$ cat config.mk
export PLATFORM = sky130hd
export DESIGN_NAME = ram_resp_ctrl
export DESIGN_NICKNAME = d
export VERILOG_FILES = /design/src/rtl/ram_resp_ctrl.sv
export SDC_FILE = /design/constraint.sdc
export NUM_CORES = 1
export LEC_CHECK = 0
export BUFFER_PORTS_ARGS = -buffer_cell sky130_fd_sc_hd__buf_2
export CORE_ASPECT_RATIO = 1.2
export CORE_MARGIN = 3
export CORE_UTILIZATION = 46
export CTS_BUF_LIST = sky130_fd_sc_hd__clkbuf_16
export DETAILED_ROUTE_END_ITERATION = 7
export MAX_ROUTING_LAYER = met4
export PLACE_DENSITY = 0.81
export SETUP_SLACK_MARGIN = 0.3
export SLEW_MARGIN = 10
export SYNTH_ARGS = -nofsm -noshare
export SYNTH_HDL_FRONTEND = slang
export SYNTH_SLANG_ARGS = --single-unit
$ cat constraint.sdc
create_clock -name clk -period 1.9 [get_ports clk]
set_clock_uncertainty 0.05 [all_clocks]
set_input_delay 0.38 -clock clk [delete_from_list [all_inputs] [get_ports clk]]
set_output_delay 0.38 -clock clk [all_outputs]
set_load 0.01 [all_outputs]
$ cat src/rtl/ram_resp_ctrl.sv
`default_nettype none
// ============================================================================
// Module   : ram_resp_ctrl
// Purpose  : Bridges a req/gnt/rvalid memory request port onto a single-port
//            SRAM with a fixed read latency. Full-word writes and reads go
//            straight to the SRAM. Partial-byte writes are turned into a
//            read-modify-write because the SRAM has no byte mask. Addresses
//            beyond the SRAM are answered with an error response and never
//            reach the SRAM.
// Ports    : clk, rst          - clock and synchronous active-high reset
//            req_i / gnt_o     - request handshake (grant only in IDLE)
//            addr_i, we_i,
//            be_i, wdata_i     - request payload (byte address)
//            rvalid_o, rdata_o,
//            err_o             - one response per granted request, in order
//            sram_*            - SRAM control, address and data
// Revision : 1.0 - initial release
// ============================================================================
module ram_resp_ctrl #(
    parameter int ADDR_WIDTH = 32,
    parameter int DATA_WIDTH = 32,
    parameter int RAM_AW     = 10,
    parameter int RD_LATENCY = 1     // legal range 1..3
) (
    input  logic                    clk,
    input  logic                    rst,
    // request port
    input  logic                    req_i,
    output logic                    gnt_o,
    input  logic [ADDR_WIDTH-1:0]   addr_i,
    input  logic                    we_i,
    input  logic [DATA_WIDTH/8-1:0] be_i,
    input  logic [DATA_WIDTH-1:0]   wdata_i,
    // response port
    output logic                    rvalid_o,
    output logic [DATA_WIDTH-1:0]   rdata_o,
    output logic                    err_o,
    // SRAM port
    output logic                    sram_cs_o,
    output logic                    sram_we_o,
    output logic [RAM_AW-1:0]       sram_addr_o,
    output logic [DATA_WIDTH-1:0]   sram_wdata_o,
    input  logic [DATA_WIDTH-1:0]   sram_rdata_i
);

    localparam int BE_W = DATA_WIDTH / 8;

    // Last RMW_WAIT count value before moving to RMW_WR. The count starts at
    // 1 in the first wait cycle (t+1), so leaving at RD_LATENCY-1 puts the
    // write at t+RD_LATENCY, exactly when the RMW read data arrives.
    localparam logic [1:0] C_CNT_LAST = 2'(RD_LATENCY - 1);

    typedef enum logic [1:0] {
        IDLE     = 2'd0,
        RMW_WAIT = 2'd1,
        RMW_WR   = 2'd2
    } state_t;

    // ------------------------------------------------------------------------
    // State
    // ------------------------------------------------------------------------
    state_t                  state_q,     state_d;
    logic [1:0]              cnt_q,       cnt_d;
    logic [RAM_AW-1:0]       rmw_addr_q,  rmw_addr_d;
    logic [BE_W-1:0]         rmw_be_q,    rmw_be_d;
    logic [DATA_WIDTH-1:0]   rmw_wdata_q, rmw_wdata_d;
    logic                    rmw_done_q,  rmw_done_d;

    // Response pipeline: index 0 is the youngest entry, RD_LATENCY-1 the one
    // presented on the response port this cycle.
    logic [RD_LATENCY-1:0]   pipe_valid_q, pipe_valid_d;
    logic [RD_LATENCY-1:0]   pipe_read_q,  pipe_read_d;
    logic [RD_LATENCY-1:0]   pipe_err_q,   pipe_err_d;

    // ------------------------------------------------------------------------
    // Request decode
    // ------------------------------------------------------------------------
    logic                    w_oor;
    logic [RAM_AW-1:0]       w_idx;
    logic                    w_be_full;
    logic                    w_be_none;
    logic                    w_unused_addr;

    assign w_idx         = addr_i[RAM_AW+1:2];
    assign w_be_full     = &be_i;
    assign w_be_none     = ~|be_i;
    // Sub-word byte offset has no meaning for a word-wide SRAM.
    assign w_unused_addr = ^addr_i[1:0];

    if (ADDR_WIDTH > RAM_AW + 2) begin : g_oor
        assign w_oor = |addr_i[ADDR_WIDTH-1:RAM_AW+2];
    end else begin : g_no_oor
        assign w_oor = 1'b0;
    end

    // ------------------------------------------------------------------------
    // RMW byte merge: new bytes where enabled, old SRAM bytes elsewhere
    // ------------------------------------------------------------------------
    logic [DATA_WIDTH-1:0]   w_merge;

    always_comb begin
        w_merge = '0;
        for (int b = 0; b < BE_W; b++) begin
            w_merge[b*8 +: 8] = rmw_be_q[b] ? rmw_wdata_q[b*8 +: 8]
                                            : sram_rdata_i[b*8 +: 8];
        end
    end

    // ------------------------------------------------------------------------
    // FSM next state, SRAM control and pipeline issue
    // ------------------------------------------------------------------------
    logic                    w_issue_valid;
    logic                    w_issue_read;
    logic                    w_issue_err;

    always_comb begin
        state_d       = state_q;
        cnt_d         = cnt_q;
        rmw_addr_d    = rmw_addr_q;
        rmw_be_d      = rmw_be_q;
        rmw_wdata_d   = rmw_wdata_q;
        rmw_done_d    = 1'b0;
        gnt_o         = 1'b0;
        sram_cs_o     = 1'b0;
        sram_we_o     = 1'b0;
        sram_addr_o   = '0;
        sram_wdata_o  = '0;
        w_issue_valid = 1'b0;
        w_issue_read  = 1'b0;
        w_issue_err   = 1'b0;

        unique case (state_q)
            IDLE: begin
                gnt_o = req_i;
                if (req_i) begin
                    if (w_oor) begin
                        // Answered with an error, SRAM untouched.
                        w_issue_valid = 1'b1;
                        w_issue_read  = ~we_i;
                        w_issue_err   = 1'b1;
                    end else if (!we_i) begin
                        sram_cs_o     = 1'b1;
                        sram_addr_o   = w_idx;
                        w_issue_valid = 1'b1;
                        w_issue_read  = 1'b1;
                    end else if (w_be_full) begin
                        sram_cs_o     = 1'b1;
                        sram_we_o     = 1'b1;
                        sram_addr_o   = w_idx;
                        sram_wdata_o  = wdata_i;
                        w_issue_valid = 1'b1;
                    end else if (w_be_none) begin
                        // Nothing to write; still owes a response.
                        w_issue_valid = 1'b1;
                    end else begin
                        // Partial write: fetch the old word, then merge.
                        // Its response comes from rmw_done_q, not the pipe.
                        sram_cs_o   = 1'b1;
                        sram_addr_o = w_idx;
                        rmw_addr_d  = w_idx;
                        rmw_be_d    = be_i;
                        rmw_wdata_d = wdata_i;
                        cnt_d       = 2'd1;
                        state_d     = (RD_LATENCY == 1) ? RMW_WR : RMW_WAIT;
                    end
                end
            end

            RMW_WAIT: begin
                if (cnt_q == C_CNT_LAST) begin
                    state_d = RMW_WR;
                end else begin
                    cnt_d = cnt_q + 2'd1;
                end
            end

            RMW_WR: begin
                sram_cs_o    = 1'b1;
                sram_we_o    = 1'b1;
                sram_addr_o  = rmw_addr_q;
                sram_wdata_o = w_merge;
                rmw_done_d   = 1'b1;
                cnt_d        = 2'd0;
                state_d      = IDLE;
            end

            default: begin
                state_d = IDLE;
            end
        endcase
    end

    // ------------------------------------------------------------------------
    // Response pipeline shift: new entry enters at index 0
    // ------------------------------------------------------------------------
    logic [RD_LATENCY:0]     w_valid_ext;
    logic [RD_LATENCY:0]     w_read_ext;
    logic [RD_LATENCY:0]     w_err_ext;

    always_comb begin
        w_valid_ext  = {pipe_valid_q, w_issue_valid};
        w_read_ext   = {pipe_read_q,  w_issue_read};
        w_err_ext    = {pipe_err_q,   w_issue_err};
        pipe_valid_d = w_valid_ext[RD_LATENCY-1:0];
        pipe_read_d  = w_read_ext[RD_LATENCY-1:0];
        pipe_err_d   = w_err_ext[RD_LATENCY-1:0];
    end

    // ------------------------------------------------------------------------
    // Registers
    // ------------------------------------------------------------------------
    always_ff @(posedge clk) begin
        if (rst) begin
            state_q      <= IDLE;
            cnt_q        <= '0;
            rmw_addr_q   <= '0;
            rmw_be_q     <= '0;
            rmw_wdata_q  <= '0;
            rmw_done_q   <= 1'b0;
            pipe_valid_q <= '0;
            pipe_read_q  <= '0;
            pipe_err_q   <= '0;
        end else begin
            state_q      <= state_d;
            cnt_q        <= cnt_d;
            rmw_addr_q   <= rmw_addr_d;
            rmw_be_q     <= rmw_be_d;
            rmw_wdata_q  <= rmw_wdata_d;
            rmw_done_q   <= rmw_done_d;
            pipe_valid_q <= pipe_valid_d;
            pipe_read_q  <= pipe_read_d;
            pipe_err_q   <= pipe_err_d;
        end
    end

    // ------------------------------------------------------------------------
    // Response outputs. Pipeline entries and the RMW completion never land in
    // the same cycle: every entry granted before the partial write has drained
    // by t+RD_LATENCY, and the RMW response appears at t+RD_LATENCY+1.
    // ------------------------------------------------------------------------
    logic                    w_pipe_rv;

    assign w_pipe_rv = pipe_valid_q[RD_LATENCY-1];
    assign rvalid_o  = w_pipe_rv | rmw_done_q;
    assign err_o     = w_pipe_rv & pipe_err_q[RD_LATENCY-1];
    assign rdata_o   = (w_pipe_rv && pipe_read_q[RD_LATENCY-1] && !pipe_err_q[RD_LATENCY-1])
                       ? sram_rdata_i : '0;

endmodule
`default_nettype wire

==> summary.md <==
| Metric | Value |
|---|---|
| Status | `complete, but fails checks` |
| Failing checks | `negative setup slack` |
| Net Count, Synth | `571` |
| Bufs on Longest Clock Path | `2` |
| Slowest CP cell | `nor4_4` |
| Power after layout | `0.002362 W` |
| Share of the synthesized area in the top cell type | `0.2922` |
| P&R area growth vs syn | `74.40%` |
| Crit path cell chain | `buf_8 > nor4_4 > and4_4 > nand3_4 > clkbuf_16 > o21ai_2 > buf_2` |
| Highest Clock Rate | `0.4456 GHz` |
| DR DRC count | `0` |
| Synth top area cells | `dfxtp_1 (29%), o21ai_1 (12%), mux2_2 (10%)` |
| Worst-case headroom to the max-slew limit | `0.6568` |
| Final TNS setup | `-13.67 ns` |
| Maximum vdd ir drop | `340.1 uV` |
| Fin area | `0.006095 sq mm` |
| Fill count | `409` |
| GPL Wtd Cong | `0.8291` |
| Vias in the first global route | `4,564` |
| Die Width | `85.57 um` |
| Max Slew Vio Count | `0` |
| Synth cell count leaders | `o21ai_1 (85), dfxtp_1 (51), nand4_1 (48)` |
| Worst-path clk slew | `0.07 ns` |
| Final setup margin | `-0.3443 ns` |
| Post-DP HPWL | `8.393 mm` |
| Die height | `101.5 um` |
| Starting Density | `0.4776` |
| Yosys cell types | `34` |
| Max Cap Viol | `0` |
| Min-Delay Path Class | `primary input to flop` |
| Routed WL per cell | `22.00 um` |
| CTS tree | `done` |
| Dpl cell area | `0.004748 sq mm` |
| Syn. warnings | `0` |
| Final Hold Vio Count | `0` |
| Post-DR vias/cell | `6.453` |
| Layout Cells excl Fill | `752` |
| Fin nets | `764` |
| Post-Syn Area | `0.003495 sq mm` |
| Largest area contributor in the netlist | `dfxtp_1` |
| Worst path max stage delay | `0.32 ns` |
| Placed cell count | `716` |
| Final min period | `2.244 ns` |
| GRT Util Overall | `0.3397` |
| Starting DRT DRC Count | `400` |
| Largest net degree at the start of global routing | `33` |
| Most frequent cell after synthesis | `o21ai_1` |
| Clock latency at the later pin of the worst-skew pair | `0.29 ns` |
| PD cells | `387.6 mW/mm^2` |
| Tightest Pin Transition | `0.5101 ns` |
| Initial antenna violation count | `1` |
| Ratio of cells with drive above 1 in the final layout | `0.6339` |
| Startpoint Class | `primary input` |
| Number of enable flip-flop cells after synthesis | `0` |
| Clk sink count | `51` |
| Total number of vias | `4,853` |
| # IOs | `183` |
| Number of H-tree levels | `2` |
| Crit share post-route | `1.181` |
| Detailed Route WL | `16.55 mm` |
| Crit. End Element | `primary output` |
| Worst path required time | `1.47 ns` |
| Core Area | `0.007317 sq mm` |
| CP Class | `primary input to primary output` |
| Routed Antenna Nets | `0` |
| Crit path max fanout | `10` |
| DR pass1 iterations | `5` |
| Root Driver | `clkbuf_16` |
| RSZ-0062 raised after global routing | `yes` |
| Buffers on Ports | `180` |
| Synth Instances | `467` |
| First-pass GRT wire length | `22.76 mm` |
| Post-synth ARST share | `0` |
| Avg Cell Area, Syn | `7.483 sq um` |
| Post-synthesis sequential area ratio | `0.2922` |
| Grt ovf | `0` |
| Worst path arrival time | `1.81 ns` |
| Dominant synthesized flop cell | `dfxtp_1` |
| Die ar. | `0.008683 sq mm` |
| Standard-cell rows | `34` |
| Leakage | `2.473 nW` |
| Num CTS Buffers | `5` |
| Yosys reg bits | `51` |
| # setup viols final | `72` |
-- layer usage --
metal,wire length (um),vias up,GRT usage
met5,0,-,-
met1,5710,2313,0.3504
met2,8604,343,0.5999
met4,830,0,0.1937
met3,1399,91,0.06591
li1,-,2106,-
-- report_power, final --
group          internal (W)  switching, W
clock              0.000477      0.000398
sequential          0.00107    0.00000292
combinational      0.000197      0.000215
-- final timing paths --
kind	from	endpoint	slack [ns]	depth (start not counted)
hold / removal	we_i	pipe_read_q	0.31	2
setup / recovery	addr_i[30]	sram_wdata_o[18]	-0.34	7
hold reg to reg	rmw_wdata_q[11]	rmw_wdata_q[11]	0.41	2
setup reg to reg	state_q[1]	rmw_addr_q[3]	0.07	8
-- what timing repair did --
| action | CTS | global route |
|---|---|---|
| resized for setup | 134 | 54 |
| setup buffers | 12 | 2 |
| pin swaps | 63 | 22 |
| endpoints found under the setup margin | 123 | 125 |
| cloned | 11 | 2 |
| hold buffers | 0 | 0 |
-- cells by family after synthesis --
family | share of synthesized area
compound gates | 0.1987
mux | 0.1031
simple gates | 0.3176
buf+inv | 0.08843
flops | 0.2922
-- state kept, by name (all words and copies together), names as in the netlist --
signal	flops
state_q	1
pipe_read_q	1
pipe_valid_q	1
rmw_wdata_q	32
pipe_err_q	1
rmw_addr_q	10
rmw_done_q	1
rmw_be_q	4
-- through the flow --
step                  util  hold WS, ns  worst slack [ns]
floorplan                -       0.4012           0.06449
global placement    0.6489       0.4095           -0.2474
detailed placement  0.6489       0.4197           -0.2499
CTS                 0.7893       0.2741           -0.1709
global route        0.8329       0.3088           -0.3821
finish              0.8329       0.3058           -0.3443
-- cell type report --
class | count | area, sq um | area share
Sequential cell | 51 | 1026 | 0.1683
Antenna cell | 1 | 2.502 | 0.0004106
Timing Repair Buffer | 237 | 2031 | 0.3332
Tap cell | 90 | 112.6 | 0.01848
Clock inverter | 3 | 12.51 | 0.002053
Multi-Input combinational cell | 364 | 2779 | 0.4560
Clock buffer | 5 | 125.1 | 0.02053
Inverter | 1 | 6.256 | 0.001026
-- placed cells by master, fill, tap and decap left out, types with 2 or more instances in the layout --
master / n
nor4_4: 3
buf_6: 57
buf_2: 133
and2_4: 29
o21ai_2: 78
nand4_1: 48
buf_16: 6
a21oi_2: 2
nand3_1: 32
and3_4: 2
and2_1: 4
buf_12: 14
nor4_1: 5
nor4_2: 2
dfxtp_1: 47
nand2_1: 44
dfxtp_2: 4
a21oi_1: 44
nand2b_1: 11
o21ai_4: 10
clkbuf_16: 7
mux2_2: 32
nand4_4: 2
inv_1: 2
buf_4: 22
buf_8: 2
-- worst max-delay path, delay by kind of cell --
kind / cells / cell delay, ns
simple gates: 3 / 0.80
buf+inv: 3 / 0.49
compound gates: 1 / 0.13
Note: power is estimated with default switching activity, not from simulation.
